### src/rtl/rv32_instr_encoder.sv
// RV32I instruction encoder: decoded record in, 32-bit instruction word out.
// Two-stage elastic pipeline (S1 raw record, S2 encoded word + error flag).
module rv32_instr_encoder (
  input  logic        clk,
  input  logic        rst,
  input  logic        in_valid,
  output logic        in_ready,
  input  logic [2:0]  in_fmt,
  input  logic [6:0]  in_opcode,
  input  logic [2:0]  in_funct3,
  input  logic [6:0]  in_funct7,
  input  logic [4:0]  in_rd,
  input  logic [4:0]  in_rs1,
  input  logic [4:0]  in_rs2,
  input  logic [31:0] in_imm,
  output logic        out_valid,
  input  logic        out_ready,
  output logic [31:0] out_word,
  output logic        out_err
);

  typedef enum logic [2:0] {
    FMT_R = 3'd0,
    FMT_I = 3'd1,
    FMT_S = 3'd2,
    FMT_B = 3'd3,
    FMT_U = 3'd4,
    FMT_J = 3'd5
  } fmt_e;

  typedef struct packed {
    logic [2:0]  fmt;
    logic [6:0]  opcode;
    logic [2:0]  funct3;
    logic [6:0]  funct7;
    logic [4:0]  rd;
    logic [4:0]  rs1;
    logic [4:0]  rs2;
    logic [31:0] imm;
  } rec_t;

  logic        s1_valid;
  rec_t        s1_rec;
  logic        s2_valid;
  logic [31:0] s2_word;
  logic        s2_err;

  logic        s2_adv;
  logic        in_fire;
  logic [31:0] enc_word;
  logic        enc_err;

  assign s2_adv   = s1_valid && (!s2_valid || out_ready);
  assign in_ready = !s1_valid || s2_adv;
  assign in_fire  = in_valid && in_ready;

  assign out_valid = s2_valid;
  assign out_word  = s2_word;
  assign out_err   = s2_err;

  // NOTE: only the valid bits need reset; the payload is qualified by them,
  // so the S1 record register is left without reset and loads on accept only.
  always_ff @(posedge clk) begin
    if (in_fire) begin
      s1_rec <= '{fmt: in_fmt, opcode: in_opcode, funct3: in_funct3, funct7: in_funct7,
                  rd: in_rd, rs1: in_rs1, rs2: in_rs2, imm: in_imm};
    end
  end

  // NOTE: sequential state uses non-blocking assignments so every register
  // samples the pre-edge values of its neighbours.
  always_ff @(posedge clk or posedge rst) begin
    if (rst) begin
      s1_valid <= 1'b0;
    end else if (in_fire) begin
      s1_valid <= 1'b1;
    end else if (s2_adv) begin
      s1_valid <= 1'b0;
    end
  end

  // S2 word/err are reset too so out_word reads zero straight out of reset.
  always_ff @(posedge clk or posedge rst) begin
    if (rst) begin
      s2_valid <= 1'b0;
      s2_word  <= 32'h0;
      s2_err   <= 1'b0;
    end else if (s2_adv) begin
      s2_valid <= 1'b1;
      s2_word  <= enc_err ? 32'h0 : enc_word;
      s2_err   <= enc_err;
    end else if (out_ready) begin
      s2_valid <= 1'b0;
    end
  end

  // Immediate range checks: upper bits must be a pure sign extension.
  logic [31:0] imm;
  logic        imm_is_ok;
  logic        imm_b_ok;
  logic        imm_j_ok;
  logic        imm_u_ok;

  assign imm       = s1_rec.imm;
  assign imm_is_ok = (&imm[31:11]) || !(|imm[31:11]);
  assign imm_b_ok  = ((&imm[31:12]) || !(|imm[31:12])) && !imm[0];
  assign imm_j_ok  = ((&imm[31:20]) || !(|imm[31:20])) && !imm[0];
  assign imm_u_ok  = !(|imm[11:0]);

  // NOTE: every combinational output gets a default first so no path
  // through the case statement can infer a latch.
  always_comb begin
    enc_word = 32'h0;
    enc_err  = 1'b0;
    case (s1_rec.fmt)
      FMT_R: enc_word = {s1_rec.funct7, s1_rec.rs2, s1_rec.rs1, s1_rec.funct3,
                         s1_rec.rd, s1_rec.opcode};
      FMT_I: begin
        enc_word = {imm[11:0], s1_rec.rs1, s1_rec.funct3, s1_rec.rd, s1_rec.opcode};
        enc_err  = !imm_is_ok;
      end
      FMT_S: begin
        enc_word = {imm[11:5], s1_rec.rs2, s1_rec.rs1, s1_rec.funct3, imm[4:0],
                    s1_rec.opcode};
        enc_err  = !imm_is_ok;
      end
      FMT_B: begin
        enc_word = {imm[12], imm[10:5], s1_rec.rs2, s1_rec.rs1, s1_rec.funct3,
                    imm[4:1], imm[11], s1_rec.opcode};
        enc_err  = !imm_b_ok;
      end
      FMT_U: begin
        enc_word = {imm[31:12], s1_rec.rd, s1_rec.opcode};
        enc_err  = !imm_u_ok;
      end
      FMT_J: begin
        enc_word = {imm[20], imm[10:1], imm[11], imm[19:12], s1_rec.rd, s1_rec.opcode};
        enc_err  = !imm_j_ok;
      end
      default: enc_err = 1'b1;
    endcase
    if (s1_rec.opcode[1:0] != 2'b11) enc_err = 1'b1;
  end

endmodule

### config.mk
export PLATFORM = sky130hd
export DESIGN_NAME = rv32_instr_encoder
export DESIGN_NICKNAME = d
export VERILOG_FILES = /design/src/rtl/rv32_instr_encoder.sv
export SDC_FILE = /design/constraint.sdc
export NUM_CORES = 1
export LEC_CHECK = 0
export CAP_MARGIN = 20
export CORE_ASPECT_RATIO = 1.25
export CORE_MARGIN = 2
export CORE_UTILIZATION = 45
export DETAILED_ROUTE_END_ITERATION = 7
export HOLD_SLACK_MARGIN = 0.12
export PLACE_DENSITY = 0.76
export SYNTH_ARGS = -nofsm -noshare
export SYNTH_HDL_FRONTEND = slang
export SYNTH_SLANG_ARGS = --single-unit
export TNS_END_PERCENT = 30
### constraint.sdc
create_clock -name clk -period 2.7 [get_ports clk]
set_input_delay 0.405 -clock clk [delete_from_list [all_inputs] [get_ports clk]]
set_output_delay 0.405 -clock clk [all_outputs]
set_load 0.01 [all_outputs]
==> results.py, run 1 <==
metrics = {
    "timing": {
        "rsz0062_at_grt": "no",
        "worst_slew_pin_slew_ns": 0.722,
        "fmax_mhz": 450,
        "hold_slack_ns": 0.202,
        "drv_slew": 0,
        "min_period_over_period": 0.822,
        "hold_violations": 0,
        "fin_skew_ns": 0.0166,
        "final.setup.tns_ns": 0,
        "setup_viol": 0,
        "finalCriticalPeriod_ns": 2.22,
        "max-slew-margin-rel": 0.517,
    },
    "power": {
        "leakagePower_nw": 2.00,
        "power_density_nw_per_um2": 556,
        "power.share.sequential": 0.604,
        "p_switching_uw": 724,
        "intPower_mw": 2.30,
        "combPwrFrac": 0.120,
        "vdd_drop_max_v": 0.000353,
        "swShare": 0.239,
        "p_clk_frac": 0.276,
        "finalPower_mw": 3.02,
    },
    "floorplan": {
        "die_y_um": 111,
        "die_x_um": 89.2,
        "io_pins": 106,
        "rows": 38,
        "core_area_um2": 8750,
        "initial_core_util": 0.467,
        "dieArea_um2": 9860,
    },
    "worst_hold_path": {
        "hp-class": "in -> async",
    },
    "place": {
        "place_hpwl_mm": 6.52,
        "port_buffers": 105,
        "place.gp.congestion": 0.846,
        "placed_cell_area_um2": 5270,
    },
    "yosys": {
        "syn_nets": 361,
        "synthAdderAreaFrac": 0,
        "async_flop_share": 0.343,
        "synth_most_common_cell": "edfxtp_1",
        "synth-warning-count": 0,
        "synth_area_um2": 4090,
        "ys_seq_area_frac": 0.707,
        "ys_seq_elements": 102,
        "yosys.area_share.xor_xnor": 0.00214,
        "synth_top_cells_by_count": "67 x edfxtp_1, 35 x dfrtp_1, 30 x a32o_1",
        "postSynthCellCount": 290,
        "synth_simple_gate_area_frac": 0.0857,
        "synth_top_family_by_area": "compound AO/OA/AOI/OAI gates",
        "syn_avg_cell_area_um2": 14.1,
        "synth_top_area_cell": "edfxtp_1",
        "synth.distinct_cells": 32,
        "synth_edf_count": 67,
        "synth_mux_area_frac": 0.0202,
        "ys_top_cells_by_area": "edfxtp_1 49%, dfrtp_1 21%, a32o_1 7.3%, o21ai_0 2.7%, nand2_1 2.4%",
        "ys.flop_type": "edfxtp_1",
        "synth_compound_area_frac": 0.150,
        "synth.top_cell.area_share": 0.492,
    },
    "final_layout": {
        "nFillCells": 698,
        "final_net_count": 467,
        "syn2layout_area_growth_pct": 33.0,
        "diodes": 0,
        "drive_gt1_frac": 0.0773,
        "fin_area_um2": 5440,
    },
    "flow_run": {
        "cap_viol_max_count": 0,
    },
    "detailed_routing": {
        "num_vias": 2853,
        "firstDrtPassIters": 5,
        "wire_per_inst_um": 17.1,
        "drt_iter0_drc": 220,
        "drcViolationCount": 0,
        "postRouteAntennaNets": 0,
        "drt-total-wl_mm": 8.90,
        "via_per_inst": 5.48,
    },
    "setup_path": {
        "path_cells": "or4_1 -> nor4_2 -> nor3_1 -> a311oi_4 -> buf_4 -> a32o_1",
        "end_kind": "register",
        "crit_path_max_incr_delay_ns": 0.58,
        "cp.arrival_ns": 2.52,
        "cp_top_family": "simple AND/OR/NAND/NOR gates",
        "cp.required_ns": 3.00,
        "rrSetupSlack_ns": 0.48,
        "rr_startpoint": "imm[21]",
        "crit_type": "reg -> reg",
        "slowest_stage": "or4_1",
        "crit_path_start_kind": "register",
        "r2r-end": "out_word[29]",
        "cp_max_fo": 33,
        "cp_num_buf_inv": 1,
        "rr_worst_depth": 6,
    },
    "grt": {
        "grt_max_degree": 38,
        "grt_pass1_wl_mm": 14.3,
        "grt_antenna_before_repair": 0,
        "overflow": 0,
        "grt_use_total": 0.190,
        "first_global_vias": 2863,
    },
    "clocking": {
        "postCtsSetupBuffers": 0,
        "cts_buffers": 9,
        "path_clk_slew_ns": 0.09,
        "clk_path_buf_depth": 2,
        "cts_tree": "done",
        "clock-sinks": 102,
        "cts_resized": 0,
        "cts_root_buffer": "clkbuf_8",
        "h-tree-depth": 3,
        "cts_hold_buf": 0,
        "clock_latency_ns": 0.36,
    },
    "run_status": {
        "status": "complete, no violations",
    },
}
## power by group through the flow
stage	Clock [mW]	Combinational (mW)	Sequential, mW
after floorplan	0	0.160	1.85
after global placement	0	0.356	1.86
after detailed placement	0	0.366	1.86
after CTS	0.849	0.366	1.83
after global routing	0.921	0.397	1.84
final	0.834	0.363	1.83
## metrics by stage
step | util | setup WS, ns | instances
2_1_floorplan | - | 0.0604 | 290
5_1_grt | 0.621 | 0.310 | 521
3_3_place_gp | 0.602 | 0.394 | 505
3_5_place_dp | 0.602 | 0.310 | 505
4_1_cts | 0.621 | 0.468 | 521
6_report | 0.621 | 0.480 | 521
## placed cells by master (no fill, tap or decap)
cell type,n
a211o_1,1
a21oi_1,11
a22o_1,7
a22oi_1,4
a311oi_4,1
a32o_1,30
and2_2,1
buf_4,9
clkbuf_1,2
clkbuf_8,9
clkdlybuf4s50_1,105
clkinv_2,1
clkinv_4,1
clkinvlp_4,2
dfrtp_1,35
edfxtp_1,67
inv_1,12
inv_4,1
mux2_2,2
mux2i_1,6
nand2_1,26
nand2b_1,3
nand3_1,6
nand3b_1,1
nand4_1,6
nor2_1,13
nor2b_1,2
nor3_1,1
nor4_1,7
nor4_2,1
o21ai_0,22
o22ai_1,1
o311ai_4,1
or4_1,1
or4_4,2
xnor2_1,1
## kinds of logic (layout without fill, tap and decap cells)
group,after synthesis,count (layout)
compound gates,78,78
xor+xnor,1,1
flops,102,102
buf+inv,31,142
simple gates,70,70
mux,8,8
## worst reg2reg max path, delay by kind of cell, from the launching register on
family / cells / cell delay (ns)
flip-flops: 1 / 0.44
AND/OR/NAND/NOR: 3 / 0.93
buffers and inverters: 1 / 0.36
AO/OA/AOI/OAI: 2 / 0.44
## state kept, by name (all words and copies together) (netlist names)
name / cells
out_word: 32
imm: 32
out_err: 1
s1_valid: 1
out_valid: 1
s1_rec: 35
## per-layer routing
metal | vias up | wire length [um] | global-route usage
li1 | 1335 | - | -
met4 | 0 | 223 | 0.0836
met2 | 112 | 4530 | 0.304
met5 | - | 0 | 0
met3 | 19 | 561 | 0.0374
met1 | 1387 | 3580 | 0.248
## worst max-delay path by stage
stage	startpoint	to	depth (start not counted)
after floorplan	out_valid	imm[0]	2
after global placement	out_ready	out_word[3]	7
after detailed placement	out_ready	out_word[29]	7
after CTS	imm[24]	out_word[29]	6
after global routing	imm[21]	out_word[7]	6
final	imm[21]	out_word[29]	6
## final cells by class
class                           count  area, um^2  share of cell area
Tap cell                          120         150              0.0276
Timing Repair Buffer              114        1120               0.206
Sequential cell                   102        2890               0.531
Clock buffer                       11         131              0.0242
Clock inverter                      5        35.0             0.00645
Inverter                           12        45.0             0.00829
Multi-Input combinational cell    157        1070               0.196
(Power assumes the default switching activity.)
==> run 2, diff against run 1 <==
==> constraint.sdc (replaced) <==
create_clock -name clk -period 2.3 [get_ports clk]
set_input_delay 0.345 -clock clk [delete_from_list [all_inputs] [get_ports clk]]
set_output_delay 0.345 -clock clk [all_outputs]
set_load 0.01 [all_outputs]
==> run 2 against run 1 <==
Compared with the run above:
- critical path depth unchanged
- flip-flop and latch count unchanged
- wire length up 0.52%
- core utilization up 1.3 points
- clock power up 41%
- register-to-register slack worse by 0.29 ns
- via count down 0.98%
- first-iteration DRC count down 28%
- power up 25%
- clock-buffer cell count up 2
- maximum frequency up 5.4%
==> results.py, run 2 (synthesis gave the netlist of run 1 again) <==
metrics = {
    "run_status": {
        "status": "complete, no violations",
    },
    "timing": {
        "setup_viol": 0,
        "max-slew-margin-rel": 0.661,
        "hold_slack_ns": 0.298,
        "min_period_over_period": 0.915,
        "hold_violations": 0,
        "final.setup.tns_ns": 0,
        "rsz0062_at_grt": "no",
        "finalCriticalPeriod_ns": 2.11,
        "fin_skew_ns": 0.00824,
        "fmax_mhz": 475,
        "worst_slew_pin_slew_ns": 0.508,
        "drv_slew": 0,
    },
    "floorplan": {
        "initial_core_util": 0.467,
        "die_x_um": 89.2,
        "dieArea_um2": 9860,
        "core_area_um2": 8750,
        "io_pins": 106,
        "die_y_um": 111,
        "rows": 38,
    },
    "final_layout": {
        "diodes": 0,
        "final_common_cell": "clkdlybuf4s50_1",
        "syn2layout_area_growth_pct": 35.7,
        "fin_cells": 522,
        "drive_gt1_frac": 0.0796,
        "largest_reg_flops": 35,
        "utilization": 0.634,
        "regMostFlops": "s1_rec",
        "mostFrequentLayoutCells": "105 x clkdlybuf4s50_1, 67 x edfxtp_1, 35 x dfrtp_1, 30 x a32o_1, 26 x nand2_1",
        "final_net_count": 468,
    },
    "clocking": {
        "clock-sinks": 102,
        "path_clk_slew_ns": 0.09,
        "cts_resized": 0,
        "cts_buffers": 9,
        "cts_root_buffer": "clkbuf_8",
        "cts_tree": "done",
        "postCtsSetupBuffers": 0,
        "h-tree-depth": 3,
        "clk_path_buf_depth": 2,
        "clock_latency_ns": 0.37,
        "cts_hold_buf": 0,
    },
    "detailed_routing": {
        "firstDrtPassIters": 5,
        "num_vias": 2825,
        "drt_iter0_drc": 159,
        "postRouteAntennaNets": 0,
        "wire_per_inst_um": 17.1,
        "drt-total-wl_mm": 8.94,
        "drcViolationCount": 0,
        "via_per_inst": 5.41,
    },
    "setup_path": {
        "rr_startpoint": "imm[20]",
        "r2r-end": "out_word[14]",
        "cp.arrival_ns": 2.41,
        "crit_path_start_kind": "register",
        "crit_type": "reg -> reg",
        "rrSetupSlack_ns": 0.19,
        "cp.required_ns": 2.60,
        "end_kind": "register",
        "cp-startpoint": "imm[20]",
        "rr_worst_depth": 6,
        "cp_max_fo": 33,
    },
    "grt": {
        "grt_antenna_before_repair": 0,
        "grt_max_degree": 68,
        "grt.met3_usage": 0.0344,
        "met2_usage": 0.297,
        "first_global_vias": 2858,
        "overflow": 0,
        "grt_pass1_wl_mm": 14.2,
        "grt_use_met1": 0.250,
        "grt_use_total": 0.192,
        "busiest_layer": "met2",
    },
    "place": {
        "port_buffers": 105,
        "dp.cells": 506,
        "place.gp.congestion": 0.893,
        "place_hpwl_mm": 6.35,
    },
    "flow_run": {
        "cap_viol_max_count": 0,
    },
    "power": {
        "leakagePower_nw": 2.06,
        "power_density_nw_per_um2": 679,
        "vdd_drop_max_v": 0.000355,
        "finalPower_mw": 3.77,
    },
    "worst_hold_path": {
        "hp-class": "in -> async",
    },
}
==> run 2: cell types whose count changed in the layout (fill, tap and decap cells not counted), moves of 2 or more <==
cell and delta:
clkinvlp_4 -2, buf_4 -3, buf_12 +4, clkbuf_8 +2
==> run 2: final cells by class <==
cell class / count / area (um^2)
multi-input combinational: 157 / 1070
fill: 683 / 3200
clock inverter: 3 / 38.8
inverter: 12 / 45.0
sequential: 102 / 2890
timing repair buffer: 115 / 1180
tap: 120 / 150
clock buffer: 13 / 180
==> run 2: power breakdown <==
part	leakage (nW)	internal (mW)	switching (mW)
Clock	0.112	0.624	0.560
Combinational	0.828	0.237	0.204
Sequential	1.12	2.08	0.0639
==> run 2: layer usage <==
layer,routed length [um],vias to the layer above
met3,475,22
met1,3620,1365
met5,0,-
met2,4550,101
met4,293,0
li1,-,1337
==> run 2: worst max path at each step <==
stage	to	slack, ns	depth (start not counted)
after floorplan	out_word[2]	0.31	6
after global placement	out_word[3]	0.17	7
after detailed placement	out_word[14]	0.11	7
after CTS	out_word[14]	0.19	6
after global routing	out_word[12]	0.03	6
final	out_word[14]	0.19	6
==> run 2: worst max-delay path, cell delays in order (launching register included) <==
cell	delay [ns]
edfxtp_1	0.42
or4_1	0.58
nor2_1	0.16
nand4_1	0.17
a311oi_4	0.29
buf_12	0.23
a32o_1	0.19
==> run 2: per-stage QoR <==
step | worst slack [ns] | instance area [um^2]
after floorplan | 0.308 | 4090
after global placement | 0.172 | 5330
after detailed placement | 0.114 | 5330
after CTS | 0.186 | 5550
after global routing | 0.0343 | 5550
final | 0.195 | 5550
==> run 3, diff against run 2 <==
--- a/config.mk
+++ b/config.mk
@@ -6,7 +6,7 @@
 export NUM_CORES = 1
 export LEC_CHECK = 0
 export CAP_MARGIN = 20
-export CORE_ASPECT_RATIO = 1.25
+export CORE_ASPECT_RATIO = 1.2
 export CORE_MARGIN = 2
 export CORE_UTILIZATION = 45
 export DETAILED_ROUTE_END_ITERATION = 7
==> run 3 against run 2 <==
Compared with the run above:
- register-to-register slack is essentially flat
- largest cell class unchanged
- power shrank 4.2%
- maximum frequency is essentially flat
- critical endpoint is now out_word[22]
- critical path depth is the same
- flip-flop and latch count is the same
- sequential power is essentially flat
- sequential share of layout area grew 0.46 points
- highest routed layer unchanged
- core utilization shrank 1.9 points
==> results.py, run 3 (synthesis gave the netlist of run 1 again) <==
metrics = {
    "place": {
        "place.gp.congestion": 0.866,
        "place_hpwl_mm": 6.34,
        "port_buffers": 105,
    },
    "power": {
        "power_density_nw_per_um2": 657,
        "leakagePower_nw": 2.04,
        "vdd_drop_max_v": 0.000437,
    },
    "clocking": {
        "h-tree-depth": 3,
        "clk_path_buf_depth": 2,
        "cts_resized": 0,
        "postCtsSetupBuffers": 0,
        "cts_buffers": 9,
        "cts_hold_buf": 0,
        "cts_tree": "done",
        "path_clk_slew_ns": 0.09,
        "clock-sinks": 102,
        "clock_latency_ns": 0.36,
        "cts_root_buffer": "clkbuf_8",
    },
    "setup_path": {
        "path_cells": "or4_4 -> nor4_2 -> nor3_1 -> a311oi_4 -> buf_12 -> a32o_1",
        "slowest_stage": "or4_4",
        "crit_path_max_incr_delay_ns": 0.57,
        "rr_startpoint": "imm[24]",
        "rr_worst_depth": 6,
        "cp.required_ns": 2.59,
        "rrSetupSlack_ns": 0.19,
        "crit_path_start_kind": "register",
        "crit_type": "reg -> reg",
        "cp_max_fo": 33,
        "end_kind": "register",
        "r2r-end": "out_word[22]",
        "cp.arrival_ns": 2.40,
    },
    "final_layout": {
        "final_net_count": 468,
        "utilization": 0.615,
        "multi_input_area_um2": 1070,
        "mostFrequentLayoutCells": "105 x clkdlybuf4s50_1, 67 x edfxtp_1, 35 x dfrtp_1, 30 x a32o_1, 26 x nand2_1",
        "drive_gt1_frac": 0.0821,
        "largest_reg_flops": 35,
        "syn2layout_area_growth_pct": 34.5,
        "diodes": 0,
        "final_common_cell": "clkdlybuf4s50_1",
        "nFillCells": 728,
        "regMostFlops": "s1_rec",
        "register_area_um2": 2890,
    },
    "timing": {
        "fmax_mhz": 475,
        "hold_violations": 0,
        "fin_skew_ns": 0.00983,
        "rsz0062_at_grt": "no",
        "max-slew-margin-rel": 0.687,
        "finalCriticalPeriod_ns": 2.11,
        "final.setup.tns_ns": 0,
        "setup_viol": 0,
        "min_period_over_period": 0.916,
        "worst_slew_pin_slew_ns": 0.469,
        "drv_slew": 0,
    },
    "grt": {
        "overflow": 0,
        "grt_pass1_wl_mm": 13.6,
        "grt_antenna_before_repair": 0,
        "first_global_vias": 2723,
        "grt_max_degree": 68,
        "grt_use_total": 0.177,
    },
    "floorplan": {
        "io_pins": 106,
        "core_area_um2": 8940,
        "rows": 38,
        "die_x_um": 91.0,
        "die_y_um": 108,
        "dieArea_um2": 9860,
        "initial_core_util": 0.457,
    },
    "detailed_routing": {
        "drt_iter0_drc": 300,
        "drt-total-wl_mm": 8.77,
        "via_per_inst": 5.39,
        "postRouteAntennaNets": 0,
        "drcViolationCount": 0,
        "wire_per_inst_um": 16.8,
        "num_vias": 2814,
        "firstDrtPassIters": 5,
    },
    "run_status": {
        "status": "complete, no violations",
    },
    "flow_run": {
        "cap_viol_max_count": 0,
    },
    "worst_hold_path": {
        "hp-class": "in -> async",
    },
}
## run 3: final cells by class
cell class	instances	share of cell area
sequential	102	0.525
timing repair buffer	115	0.212
clock buffer	11	0.0278
clock inverter	5	0.00546
multi-input combinational	157	0.194
tap	120	0.0273
inverter	12	0.00819
## run 3: stage by stage
step                      area [um^2]  instances  hold WS (ns)  total power [mW]  setup slack (ns)
after floorplan                  4090        290         0.444              2.36             0.308
after global placement           5310        506         0.474              2.61             0.172
after detailed placement         5310        506         0.480              2.62            0.0990
after CTS                        5500        522         0.394              3.63             0.192
after global routing             5500        522         0.460              3.75            0.0599
final                            5500        522         0.382              3.61             0.194
## run 3: worst max-delay path by stage
stage / cells after the start / start / slack (ns) / endpoint
CTS: 6 / imm[24] / 0.19 / out_word[4]
detailed placement: 7 / out_ready / 0.1 / out_word[23]
global placement: 7 / out_ready / 0.17 / out_word[3]
global route: 6 / imm[30] / 0.06 / out_word[19]
finish: 6 / imm[24] / 0.19 / out_word[22]
floorplan: 6 / imm[24] / 0.31 / out_word[2]
## run 3: routing by layer
metal | vias to the layer above | share of wire | track usage
met3 | 12 | 0.047 | 0.0251
li1 | 1338 | - | -
met1 | 1362 | 0.42 | 0.228
met2 | 102 | 0.52 | 0.311
met4 | 0 | 0.015 | 0.0584
met5 | - | 0 | 0
## run 3: critical path, delay by kind of cell (launching register included)
kind	cells	cell delay (ns)
simple gates	3	0.94
compound gates	2	0.45
flops	1	0.43
buf+inv	1	0.23
## run 3: where the power goes
part	switching, mW	internal (mW)
clock network	0.573	0.457
registers	0.0630	2.08
logic	0.204	0.235
total	0.839	2.77
